### config.mk
export PLATFORM = sky130hd
export DESIGN_NAME = hsv_mask_centroid
export DESIGN_NICKNAME = d
export VERILOG_FILES = /design/src/rtl/hsv_mask_centroid.sv
export SDC_FILE = /design/constraint.sdc
export NUM_CORES = 1
export LEC_CHECK = 0
export CAP_MARGIN = 20
export CORE_MARGIN = 1.5
export CORE_UTILIZATION = 45
export DETAILED_ROUTE_END_ITERATION = 8
export DONT_BUFFER_PORTS = 1
export GPL_TIMING_DRIVEN = 0
export PLACE_DENSITY = 0.57
export SYNTH_ARGS = -nofsm -noshare
export SYNTH_HDL_FRONTEND = slang
export SYNTH_SLANG_ARGS = --single-unit
### constraint.sdc
create_clock -name clk -period 35.8 [get_ports clk]
set_input_delay 3.58 -clock clk [delete_from_list [all_inputs] [get_ports clk]]
set_output_delay 3.58 -clock clk [all_outputs]
set_load 0.1 [all_outputs]
### src/rtl/hsv_mask_centroid.sv
// Per-frame pink/green mask accumulation; centroids are produced at end of
// frame by one shared restoring divider (sum / count, MSB first).
module hsv_mask_centroid #(
  parameter int XW        = 10,
  parameter int YW        = 9,
  parameter int CW        = 19,
  parameter int SW        = 28,
  parameter int MIN_COUNT = 16
) (
  input  logic          clk,
  input  logic          rst,
  input  logic          in_valid,
  input  logic          sof,
  input  logic          eol,
  input  logic          eof,
  input  logic [31:0]   mask,
  output logic [XW-1:0] pink_x,
  output logic [YW-1:0] pink_y,
  output logic          pink_found,
  output logic [XW-1:0] green_x,
  output logic [YW-1:0] green_y,
  output logic          green_found,
  output logic          result_valid,
  output logic          busy,
  output logic          overrun
);

  typedef enum logic [1:0] {IDLE, DIV, DONE} state_t;

  localparam int BW = $clog2(SW);
  localparam logic [CW-1:0] MIN_C    = CW'(MIN_COUNT);
  localparam logic [BW-1:0] BIT_LAST = BW'(SW - 1);

  function automatic logic [SW-1:0] sat_add(input logic [SW-1:0] a, input logic [SW-1:0] b);
    logic [SW:0] s;
    s = {1'b0, a} + {1'b0, b};
    return s[SW] ? '1 : s[SW-1:0];
  endfunction

  function automatic logic [CW-1:0] sat_inc(input logic [CW-1:0] a);
    return (&a) ? a : a + CW'(1);
  endfunction

  logic [XW-1:0] x_q, px;
  logic [YW-1:0] y_q, py;
  logic [1:0]    hit;
  logic          acc_clr, eof_q;
  // sum index: 0 pink x, 1 pink y, 2 green x, 3 green y
  logic [CW-1:0] cnt_q [2];
  logic [CW-1:0] cnt_d [2];
  logic [SW-1:0] sum_q [4];
  logic [SW-1:0] sum_d [4];
  logic [CW-1:0] snap_cnt_q [2];
  logic [SW-1:0] snap_sum_q [4];

  state_t        state_q;
  logic [1:0]    idx_q;
  logic [BW-1:0] bit_q;
  logic [SW-1:0] dvd_q, quo_d;
  logic [CW-1:0] rem_q, divisor;
  logic [CW:0]   rem_sh, rem_d;
  logic          ge, pink_ok, green_ok;
  logic [XW-1:0] res_x_q [2];
  logic [YW-1:0] res_y_q [2];

  logic [XW-1:0] pink_x_q, green_x_q;
  logic [YW-1:0] pink_y_q, green_y_q;
  logic          pink_found_q, green_found_q, result_valid_q, overrun_q;
  logic          unused_ok;

  assign unused_ok = ^{mask[31:16], rem_d[CW]};

  assign px      = (in_valid && sof) ? '0 : x_q;
  assign py      = (in_valid && sof) ? '0 : y_q;
  assign hit     = {mask[15:8] == 8'hFF, mask[7:0] == 8'hFF};
  // Cycle after eof the eof-inclusive totals are snapshotted, so the live
  // accumulators restart from zero and may already take a new pixel.
  assign acc_clr = eof_q || (in_valid && sof);

  always_comb begin
    for (int c = 0; c < 2; c++) begin
      cnt_d[c]       = acc_clr ? '0 : cnt_q[c];
      sum_d[2*c]     = acc_clr ? '0 : sum_q[2*c];
      sum_d[2*c+1]   = acc_clr ? '0 : sum_q[2*c+1];
      if (in_valid && hit[c]) begin
        cnt_d[c]     = sat_inc(cnt_d[c]);
        sum_d[2*c]   = sat_add(sum_d[2*c], SW'(px));
        sum_d[2*c+1] = sat_add(sum_d[2*c+1], SW'(py));
      end
    end
  end

  always_ff @(posedge clk or posedge rst) begin
    if (rst) begin
      x_q   <= '0;
      y_q   <= '0;
      eof_q <= 1'b0;
      for (int c = 0; c < 2; c++) cnt_q[c] <= '0;
      for (int s = 0; s < 4; s++) sum_q[s] <= '0;
    end else begin
      eof_q <= in_valid && eof;
      if (in_valid) begin
        if (eol) begin
          x_q <= '0;
          y_q <= py + YW'(1);
        end else begin
          x_q <= px + XW'(1);
          y_q <= py;
        end
      end
      for (int c = 0; c < 2; c++) cnt_q[c] <= cnt_d[c];
      for (int s = 0; s < 4; s++) sum_q[s] <= sum_d[s];
    end
  end

  assign divisor  = snap_cnt_q[idx_q[1]];
  assign rem_sh   = {rem_q, dvd_q[SW-1]};
  assign ge       = rem_sh >= {1'b0, divisor};
  assign rem_d    = ge ? rem_sh - {1'b0, divisor} : rem_sh;
  assign quo_d    = {dvd_q[SW-2:0], ge};
  assign pink_ok  = snap_cnt_q[0] >= MIN_C;
  assign green_ok = snap_cnt_q[1] >= MIN_C;

  always_ff @(posedge clk or posedge rst) begin
    if (rst) begin
      state_q        <= IDLE;
      idx_q          <= '0;
      bit_q          <= '0;
      dvd_q          <= '0;
      rem_q          <= '0;
      for (int c = 0; c < 2; c++) begin
        snap_cnt_q[c] <= '0;
        res_x_q[c]    <= '0;
        res_y_q[c]    <= '0;
      end
      for (int s = 0; s < 4; s++) snap_sum_q[s] <= '0;
      pink_x_q       <= '0;
      pink_y_q       <= '0;
      green_x_q      <= '0;
      green_y_q      <= '0;
      pink_found_q   <= 1'b0;
      green_found_q  <= 1'b0;
      result_valid_q <= 1'b0;
      overrun_q      <= 1'b0;
    end else begin
      result_valid_q <= 1'b0;
      overrun_q      <= eof_q && (state_q != IDLE);
      case (state_q)
        IDLE: begin
          if (eof_q) begin
            for (int c = 0; c < 2; c++) begin
              snap_cnt_q[c] <= cnt_q[c];
              res_x_q[c]    <= '0;
              res_y_q[c]    <= '0;
            end
            for (int s = 0; s < 4; s++) snap_sum_q[s] <= sum_q[s];
            rem_q <= '0;
            bit_q <= BIT_LAST;
            if (cnt_q[0] >= MIN_C) begin
              idx_q   <= 2'd0;
              dvd_q   <= sum_q[0];
              state_q <= DIV;
            end else if (cnt_q[1] >= MIN_C) begin
              idx_q   <= 2'd2;
              dvd_q   <= sum_q[2];
              state_q <= DIV;
            end else begin
              state_q <= DONE;
            end
          end
        end
        DIV: begin
          rem_q <= rem_d[CW-1:0];
          dvd_q <= quo_d;
          bit_q <= bit_q - BW'(1);
          if (bit_q == '0) begin
            if (idx_q[0]) res_y_q[idx_q[1]] <= quo_d[YW-1:0];
            else          res_x_q[idx_q[1]] <= quo_d[XW-1:0];
            rem_q <= '0;
            bit_q <= BIT_LAST;
            if (!idx_q[0]) begin
              idx_q <= idx_q + 2'd1;
              dvd_q <= snap_sum_q[idx_q + 2'd1];
            end else if (idx_q == 2'd1 && green_ok) begin
              idx_q <= 2'd2;
              dvd_q <= snap_sum_q[2];
            end else begin
              state_q <= DONE;
            end
          end
        end
        DONE: begin
          pink_x_q       <= res_x_q[0];
          pink_y_q       <= res_y_q[0];
          green_x_q      <= res_x_q[1];
          green_y_q      <= res_y_q[1];
          pink_found_q   <= pink_ok;
          green_found_q  <= green_ok;
          result_valid_q <= 1'b1;
          state_q        <= IDLE;
        end
        default: state_q <= IDLE;
      endcase
    end
  end

  assign pink_x       = pink_x_q;
  assign pink_y       = pink_y_q;
  assign pink_found   = pink_found_q;
  assign green_x      = green_x_q;
  assign green_y      = green_y_q;
  assign green_found  = green_found_q;
  assign result_valid = result_valid_q;
  assign overrun      = overrun_q;
  assign busy         = (state_q == DIV);

endmodule

# --- Yosys cells after proc, flatten, opt, wreduce, memory -nomap -nowiden ---
# Index checks and enable logic that the tools add are counted.
totals:
  register_bits: 456
  out_inout_bits: 43
  ram_bits: 0
  n_memories: 0
  inputBits: 38
  wordCells: 157
  latch_bits: 0
  mem_bits_ro: 0
op_classes:
  div: 0
  n_eq_ne: 12
  mux: 69
  n_shift: 0
  n_reduce_logical: 22
  order_cmp: 8
  bitwise_logic: 2
  mul: 0
  add_sub_neg: 11
ops:
  columns: ["op", "n"]
  rows:
  - ["$mux 28", 16]
  - ["$mux 19", 12]
  - ["$mux 56", 2]
  - ["$ge 19x5->1 const B", 4]
  - ["$mux 20", 3]
  - ["$add 28x10->29", 2]
  - ["$add 28x9->29", 2]
  - ["$bmux 28 s2", 1]
  - ["$pmux 28 s2", 1]
  - ["$mux 18", 3]
  - ["$pmux 20 s2", 1]
  - ["$add 19x1->19 const B", 2]
  - ["$pmux 19 s2", 1]
  - ["$reduce_and 19->1", 2]
  - ["$pmux 18 s2", 1]
  - ["$mux 10", 3]
  - ["$mux 9", 3]
  - ["$mux 2", 12]
  - ["$bwmux 20", 1]
  - ["$ge 20x19->1", 1]
  - ["$sub 19x19->19", 1]
  - ["$bwmux 18", 1]
  - ["$eq 8x8->1 const B", 2]
  - ["$reduce_and 4->1", 4]
  - ["other kinds (29)", 43]

# --- Logic depth before layout (Yosys ltp) ---
logic_depth:
  depth_word: 9
  mapped_depth: 18
  mapped_depth_nobuf: 13

# --- Worst setup path after synthesis ---
# OpenSTA, ideal clock, no wires.
synth_path:
  path_kind: "input to register"
  startpoint: "input port in_valid"
  endpoint: "register sum_q[99] (netlist bit)"
  arrival_time_ps: 6684
  t_required_ps: 35669
  path_stages: 13
  slack_ps: 28985
  path_cell_list: "buf_2 -> clkbuf_1 -> clkbuf_1 -> a21oi_1 -> fa_1 -> a21o_1 -> a21oi_2 -> o21bai_2 -> a2111oi_4 -> o31ai_4 -> and2_4 -> a31oi_1 -> or3b_1"
synth_lines:
  columns: ["element", "line_no", "text"]
  rows:
  - ["from (decl)", "12", "input logic in_valid,"]
  - ["to (decl)", "51", "logic [SW-1:0] sum_q [4];"]

==> impl_metrics.toml <==
[clock_network]
numCtsBuffers = 49
cts_resized = 0
cts_tree = "built"
htree_levels = 2
cts.sinks = 428
clkLatencyLatePin_ns = 0.61
max-clock-path-buffers = 3
cts.clk_slew.worst_paths_ns = 0.06
clockRootBuffer = "clkbuf_16"
ctsHoldBuffers = 0
cts_setup_buffers = 0

[worst_hold_path]
hold_path_class = "register to register"
hold_path_startpoint = "res_y_q[3]"
min_to = "res_y_q[3]"
hold_depth = 1

[sta]
maxSlewHeadroom_pct = 23.8
setup_tns_ns = 0
fin_crit_sh_pct = 25.2
timing.fmax_mhz = 111
final.min_clock_period_ns = 9.03
worst_pin_slew_ns = 1.14
slew_violations = 0
finalSetupViolCount = 0
hold_slack_ns = 0.496
hold_viol = 0
finClkSkew_ns = 0.0365
rsz0062_at_grt = "false"

[final_layout]
layout-drive-gt1-share_pct = 14.5
fin_nets = 2388
antenna_cells = 0
layout_common_cells = "428 x dfrtp_1, 192 x mux2_2, 190 x nand2_1, 153 x nor2_1, 130 x o21ai_0"
finalInstanceArea_um2 = 25500
layout_commonest_cell = "dfrtp_1"
syn2layout_area_growth_pct = 11.9

[placed_design]
place_area_um2 = 23700
hpwl_mm = 47.8
port_buffers = 0
globalplace.congestion = 0.895

[synth]
synth-seq-area-share_pct = 47.0
ys_ff_latch = 428
ys.flop_type = "dfrtp_1"
synthArstFlopShare_pct = 100
ys_types = 86
synth-edff-count = 0
yosysWarnings = 0
syn_inst = 2226
syn_avg_cell_area_um2 = 10.2
syn-cell-area_um2 = 22800
synth_nets = 2332

[routing]
routed_via_density = 5.83
vias = 17500
dr.pass1.iters = 5
initialDrtViolationCount = 1397
drt-total-wl_mm = 64.8
wl_per_cell_um = 21.6
drc = 0
ant_nets = 0

[global_routing]
grt.overflow.total = 0
antenna_found_initial = 0
grt_use_total_pct = 25.1
grt_max_degree = 133
first_global_vias = 17200
grt_pass1_wl_mm = 103

[critical_path]
worstReg2RegEnd = "sum_q[54]"
r2r.worst_path.cells = 18
crit_fanout = 10
worstPathRequired_ns = 36.32
critPathKind = "input pin to register"
start_kind = "input pin"
r2r_slack_ns = 29.16
crit_arrival_ns = 9.54
rr_startpoint = "eof_q"
cp-end-kind = "register"

[pwr]
cellPowerDensity_nw_per_um2 = 42.4
total_leakage_power_uw = 0.0118
p_clk_share_pct = 50.0
p_comb_share_pct = 4.6
switching_share_pct = 23.7
p_sw_uw = 256
power_uw = 1080
internal-power_uw = 826
power_frac_seq_pct = 45.4
ir_worst_vdd_uv = 37.5

[floorplan]
ios = 81
dieArea_um2 = 52000
die_height_um = 228
core_area_um2 = 50100
start_util_pct = 45.5
die_w_um = 228
rows = 82

[run]
maxCapViolCount = 0

[outcome]
status = "completed"
==> power groups by stage <==
stage,Clock [µW],Sequential [µW],Combinational [µW]
finish,541,491,49.8
global route,573,491,55.2
CTS,551,491,50.8
detailed placement,0,499,50.6
global placement,0,500,48.3
floorplan,0,499,32.8
==> synth_stat cells (all sizes together), types with 8 or more instances <==
library cell / count / area share [%]
a211oi: 9 / 0.30
a21o: 18 / 0.59
a21oi: 127 / 2.8
a22o: 39 / 1.5
a31oi: 14 / 0.38
and2: 63 / 1.7
and3: 24 / 0.66
and4: 8 / 0.31
buf: 36 / 0.77
clkbuf: 74 / 1.2
dfrtp: 428 / 47
ha: 63 / 3.5
inv: 65 / 1.1
mux2: 192 / 9.5
mux2i: 78 / 3.4
nand2: 190 / 3.1
nand3: 72 / 1.6
nand4: 38 / 1.1
nor2: 154 / 2.5
nor2b: 10 / 0.27
nor3: 47 / 1.1
nor4: 28 / 0.96
o21a: 10 / 0.33
o21ai: 136 / 3.0
o21bai: 12 / 0.41
o22ai: 54 / 1.5
o31ai: 15 / 0.55
or3: 12 / 0.33
xnor2: 49 / 1.9
xor2: 68 / 2.6
==> worst max-delay path by stage <==
| stage | start | to | slack, ns | cells past startpoint |
|---|---|---|---|---|
| 2_1_floorplan | rst | asynchronous set/reset pin | 20.30 | 1 |
| 3_3_place_gp | rst | pink_y[0] | 15.28 | 1 |
| 3_5_place_dp | sof | sum_q[54] | 26.38 | 18 |
| 4_1_cts | sof | sum_q[54] | 27.01 | 18 |
| 5_1_grt | sof | sum_q[54] | 26.69 | 18 |
| 6_report | sof | sum_q[54] | 26.77 | 18 |
==> layout make-up <==
type	instances	area, µm²
timing repair buffer	5	101
clock inverter	25	390
multi-input combinational	1623	11400
sequential	428	10700
buffer	110	455
clock buffer	67	1360
tap	672	841
inverter	65	251
fill	4667	24600
==> worst max-delay path, cell delays in order <==
cell and delay, ns:
a21oi_2 0.81, buf_2 0.45, buf_2 0.32, clkbuf_1 0.60, clkbuf_1 0.74, nand2_1 0.15, inv_1 0.09, ha_1 0.18
fa_1 0.21, a21o_1 0.12, a21oi_1 0.11, o21ai_0 0.32, a31oi_1 0.13, o21ai_0 0.61, and4_1 0.45, nand2_1 0.21
clkbuf_1 0.27, o21ai_0 0.14
==> metal layers <==
| metal | up-vias | GRT usage (%) | part of all wire (%) |
|---|---|---|---|
| li1 | 8162 | - | - |
| met1 | 8736 | 36.3 | 47 |
| met2 | 485 | 39.5 | 45 |
| met3 | 91 | 3.31 | 5.3 |
| met4 | 0 | 6.79 | 2.2 |
| met5 | - | 0 | 0 |
==> through the flow <==
step / cells / worst slack (ns) / util (%)
after global routing: 2995 / 26.69 / 50.9
after floorplan: 2226 / 20.30 / -
after CTS: 2994 / 27.01 / 50.9
after detailed placement: 2902 / 26.38 / 47.4
after global placement: 2898 / 15.28 / 47.2
final: 2995 / 26.77 / 50.9
==> registers in the layout, summed over array words and instances (netlist names), 10 cells and up, named ones only <==
register    flops
sum_q         112
snap_sum_q     84
cnt_q          38
snap_cnt_q     38
dvd_q          28
res_x_q        20
rem_q          19
res_y_q        18
green_x        10
pink_x         10
x_q            10
==> kinds of logic after synthesis <==
| logic type | share of synthesized area [%] |
|---|---|
| and+or+nand+nor | 14.8 |
| AOI/OAI and AO/OA | 13.9 |
| DFF | 47.0 |
| muxes | 12.9 |
| buffers and inverters | 3.06 |
| xor gates and xnor gates | 4.50 |
| adders and majority gates | 3.90 |
Note: power is estimated with default switching activity, not from simulation.
==> RTL edit 1: new RTL, config.mk and constraints unchanged <==
Change the parameter `YW` from 9 to 18.
--- a/src/rtl/hsv_mask_centroid.sv
+++ b/src/rtl/hsv_mask_centroid.sv
@@ -4,3 +4,3 @@
   parameter int XW        = 10,
-  parameter int YW        = 9,
+  parameter int YW        = 18,
   parameter int CW        = 19,
Ports: changed (resized green_y and pink_y); port bits go from 81 to 99. The function was not compared with the original's and may differ.
==> RTL edit 1 against the unedited design <==
Design area rose by 10%. Worst setup slack improved by 0.70 ns. Power rose by 8.5%. Hold slack better by 0.0023 ns. Area after synthesis up 10%. Routed wire length up 9.3%. Sequential cell count increased by 45. Sequential power grew 10%. Critical path type unchanged. Largest cell class unchanged. Highest routed layer unchanged.
==> RTL edit 1: results (changes against the unedited design) <==
Power
  • Max rail drop VDD: 0.0000428 V (+14%)
  • Lkg Pwr: 0.0132 µW (+12%)
  • Power per cell area: 41.8 nW/µm² (-1.5%)

GRT
  • Met3 GRT Util: 3.13% (-0.18 points)
  • First-pass GRT wire length: 112000 µm (+9.0%)
  • Global Route Usage Sum: 25.2% (+0.15 points)
  • M1 GR Usage: 35.2% (-1.2 points)
  • Largest net degree at the start of global routing: 124 (-6.8%)
  • GR Layer Usage met2: 40.9% (+1.4 points)
  • Vias in the first global route: 19400 (+13%)

Timing
  • Clock skew: 0.0149 ns (-0.0216 ns)
  • Transition time of the tightest slew-check pin: 0.953 ns (-0.190 ns)

Place
  • Place WS: 26.87 ns (+0.488 ns)
  • HPWL Detailed: 53900 µm (+13%)
  • Placed cell areas: 26300 µm² (+11%)
  • GP Congestion: 0.882 (-1.5%)

Status
  • Status: finished clean

Worst setup path
  • Slowest CP cell: a2111oi_1
  • R2R Path End: sum_q[108]
  • CP top delay family: compound AO/OA/AOI/OAI gates
  • CP arrival: 8.78 ns (-0.76 ns)
  • Max incr delay on CP: 0.69 ns (-0.12 ns)

Yosys
  • Synth top area share: 47.0% (about the same)
  • Top post-synthesis cells by area: dfrtp_1 47%, mux2_2 8.3%, nand2_1 4.7%
  • Post-synth top cells: 473 x dfrtp_1, 318 x nand2_1, 185 x mux2_2, 168 x nor2_1, 135 x o21ai_0
  • Syn avg cell area: 10.0 µm² (-1.9%)
  • Syn_nets: 2625 (+13%)

Route
  • Met1 Wirelength: 32700 µm (+7.0%)
  • Vias per cell: 5.75 (-1.4%)
  • Metal2 WL: 32900 µm (+12%)
  • Starting DRC count in detailed routing: 1394 (-0.21%)
  • Avg WL per Cell: 21.1 µm (-2.6%)

Final layout
  • Filler instances: 5073 (+8.7%)
  • Post-Layout Cell Count: 3358 (+12%)
## RTL edit 1: cell types whose count changed after synthesis, moves of 26 or more
cell / before / now
o221ai_1: 1 / 27
a21oi_1: 124 / 91
a31oi_1: 14 / 50
a211oi_1: 9 / 35
nand2_1: 190 / 318
mux2i_1: 78 / 43
dfrtp_1: 428 / 473
nor2b_1: 10 / 44
clkbuf_1: 74 / 101
o22ai_1: 54 / 8
## RTL edit 1: how the worst min path moves through the flow
stage / startpoint / endpoint / slack (ns) / cells past startpoint
final: snap_sum_q[26] / snap_sum_q[26] / 0.50 / 1
after global routing: sum_q[8] / snap_sum_q[8] / 0.50 / 1
after CTS: bit_q[0] / bit_q[0] / 0.50 / 1
after detailed placement: snap_sum_q[26] / snap_sum_q[26] / 0.49 / 1
after global placement: sum_q[6] / snap_sum_q[6] / 0.48 / 1
after floorplan: sum_q[27] / sum_q[27] / 0.45 / 1
## RTL edit 1: logic make-up after synthesis
kind of cell | after synthesis | synth area share [%]
DFF | 473 | 47.0
xor gates and xnor gates | 143 | 4.97
muxes | 228 | 9.98
buffers and inverters | 185 | 2.96
adders and majority gates | 83 | 4.25
AOI/OAI and AO/OA | 538 | 14.6
and+or+nand+nor | 857 | 16.2
## RTL edit 1: final cells by class
type,count,share of cell area [%]
Sequential cell,473,42.1
Inverter,50,0.694
Multi-Input combinational cell,1849,44.9
Timing Repair Buffer,7,0.476
Tap cell,748,3.33
Clock inverter,19,0.948
Clock buffer,77,5.58
Buffer,135,1.99
## RTL edit 1: where the power goes
group          switching [µW]  total (µW)  internal, µW
Clock                     222         568           346
Combinational            49.6        65.0          15.4
Sequential               3.75         541           537
Total                     275        1170           898
==> RTL edit 2: new RTL, config.mk and constraints unchanged <==
Made on the original files. Re-encode `state_t` (3 states) as one-hot, 3 bits wide.
--- a/src/rtl/hsv_mask_centroid.sv
+++ b/src/rtl/hsv_mask_centroid.sv
@@ -27,3 +27,3 @@
 
-  typedef enum logic [1:0] {IDLE, DIV, DONE} state_t;
+  typedef enum logic [2:0] {IDLE = 3'b001, DIV = 3'b010, DONE = 3'b100} state_t;
 
Formal check against the unedited RTL: same outputs for any inputs over 4 cycles, from zero or initial values and one cycle with rst high; so few cycles prove little.
==> RTL edit 2 against the unedited design <==
Clock power is 3% lower. Routed wire length is 3.8% higher. Largest cell class unchanged. Sequential cell count is 1 higher. Die area is 0.15% higher. Combinational power is 26% higher. Count of clock-buffer cells in the layout is 7 higher. Power is 0.33% lower. Global-route usage is 0.89 points higher. Critical endpoint is now sum_q[49]. Design area is 0.13% lower. Via count is 7.8% higher. Area after synthesis is 0.15% higher. Worst setup slack better by 0.65 ns. Non-clock buffer count is 21 higher.
==> RTL edit 2: results (changes against the unedited design) <==
Power
  • Max rail drop VDD: 0.0000305 V (-19%)
  • Lkg Pwr: 0.0122 µW (+3.5%)

Yosys
  • Register area share after synthesis: 47.0% (about the same)
  • Top post-synthesis cells by area: dfrtp_1 47%, nand2_1 10%, ha_1 3.5%
  • Syn_nets: 2632 (+13%)
  • Syn avg cell area: 9.04 µm² (-12%)

Final layout
  • Nets: 2689 (+13%)
  • Post-Layout Cell Count: 3291 (+9.9%)

Route
  • Metal2 WL: 29700 µm (+1.4%)
  • WL met3: 3700 µm (+7.6%)
  • Met1 Wirelength: 31700 µm (+3.7%)
  • Avg WL per Cell: 20.4 µm (-5.6%)
  • Vias: 18800 (+7.8%)

Worst setup path
  • Max incr delay on CP: 0.75 ns (-0.06 ns)
  • Reg2Reg Setup Slack: 30.02 ns (+0.86 ns)
  • Setup crit end: sum_q[49]

Timing
  • Transition time of the tightest slew-check pin: 1.09 ns (-0.0508 ns)
  • Slack of the critical path: 27.42 ns (+0.646 ns)
  • Clock skew: 0.0231 ns (-0.0134 ns)
  • Worst hold slack: 0.456 ns (-0.0399 ns)

GRT
  • First-pass GRT wire length: 107000 µm (+3.9%)
  • Met3 GRT Util: 3.25% (-0.063 points)
  • GR Layer Usage met2: 40.1% (+0.65 points)
  • Largest net degree at the start of global routing: 123 (-7.5%)
  • Antenna violations before repair: 2 (+2)
  • M1 GR Usage: 37.5% (+1.1 points)

Min path
  • Min-Delay Path Depth: 2 (+1)
  • Worst Hold Endpoint: snap_sum_q[7]

Place
  • Placed cell areas: 23800 µm² (+0.21%)
  • GP Congestion: 0.910 (+1.6%)
  • Placed Cells: 3203 (+10%)

Status
  • Status: finished clean

CTS
  • Clk_lat worst skew: 0.59 ns (-0.02 ns)
  • CTS Buf Count: 50 (+2.0%)
## RTL edit 2: cell types whose count changed in the layout (fill, tap and decap cells not counted), sizes merged, moves of 18 or more
cell / change
clkbuf: +35
inv: -22
nor3: +19
a21oi: -18
mux2: -122
xnor2: +26
a22o: -33
nand2: +436
nand3: +20
## RTL edit 2: kinds of logic after synthesis
family / share of synthesized area (%)
AO/OA/AOI/OAI: 11.7
XOR/XNOR: 5.06
adder cells (fa/ha/maj): 3.89
buffers and inverters: 3.01
flip-flops: 47.0
multiplexers: 6.26
AND/OR/NAND/NOR: 23.0
## RTL edit 2: layout make-up
type	count	area, µm²
plain buffers	131	519
well taps	672	841
diodes	1	2.50
repair buffers	5	118
flip-flops and latches	429	10700
inverters	45	176
clock buffers	74	1540
clock inverters	13	143
fillers	4773	24600
multi-input cells	1921	11400
## RTL edit 2: where the power goes
| group | switching, µW | internal (µW) |
|---|---|---|
| combinational | 47.0 | 15.6 |
| clock | 207 | 316 |
| sequential | 4.98 | 488 |
| total | 259 | 819 |
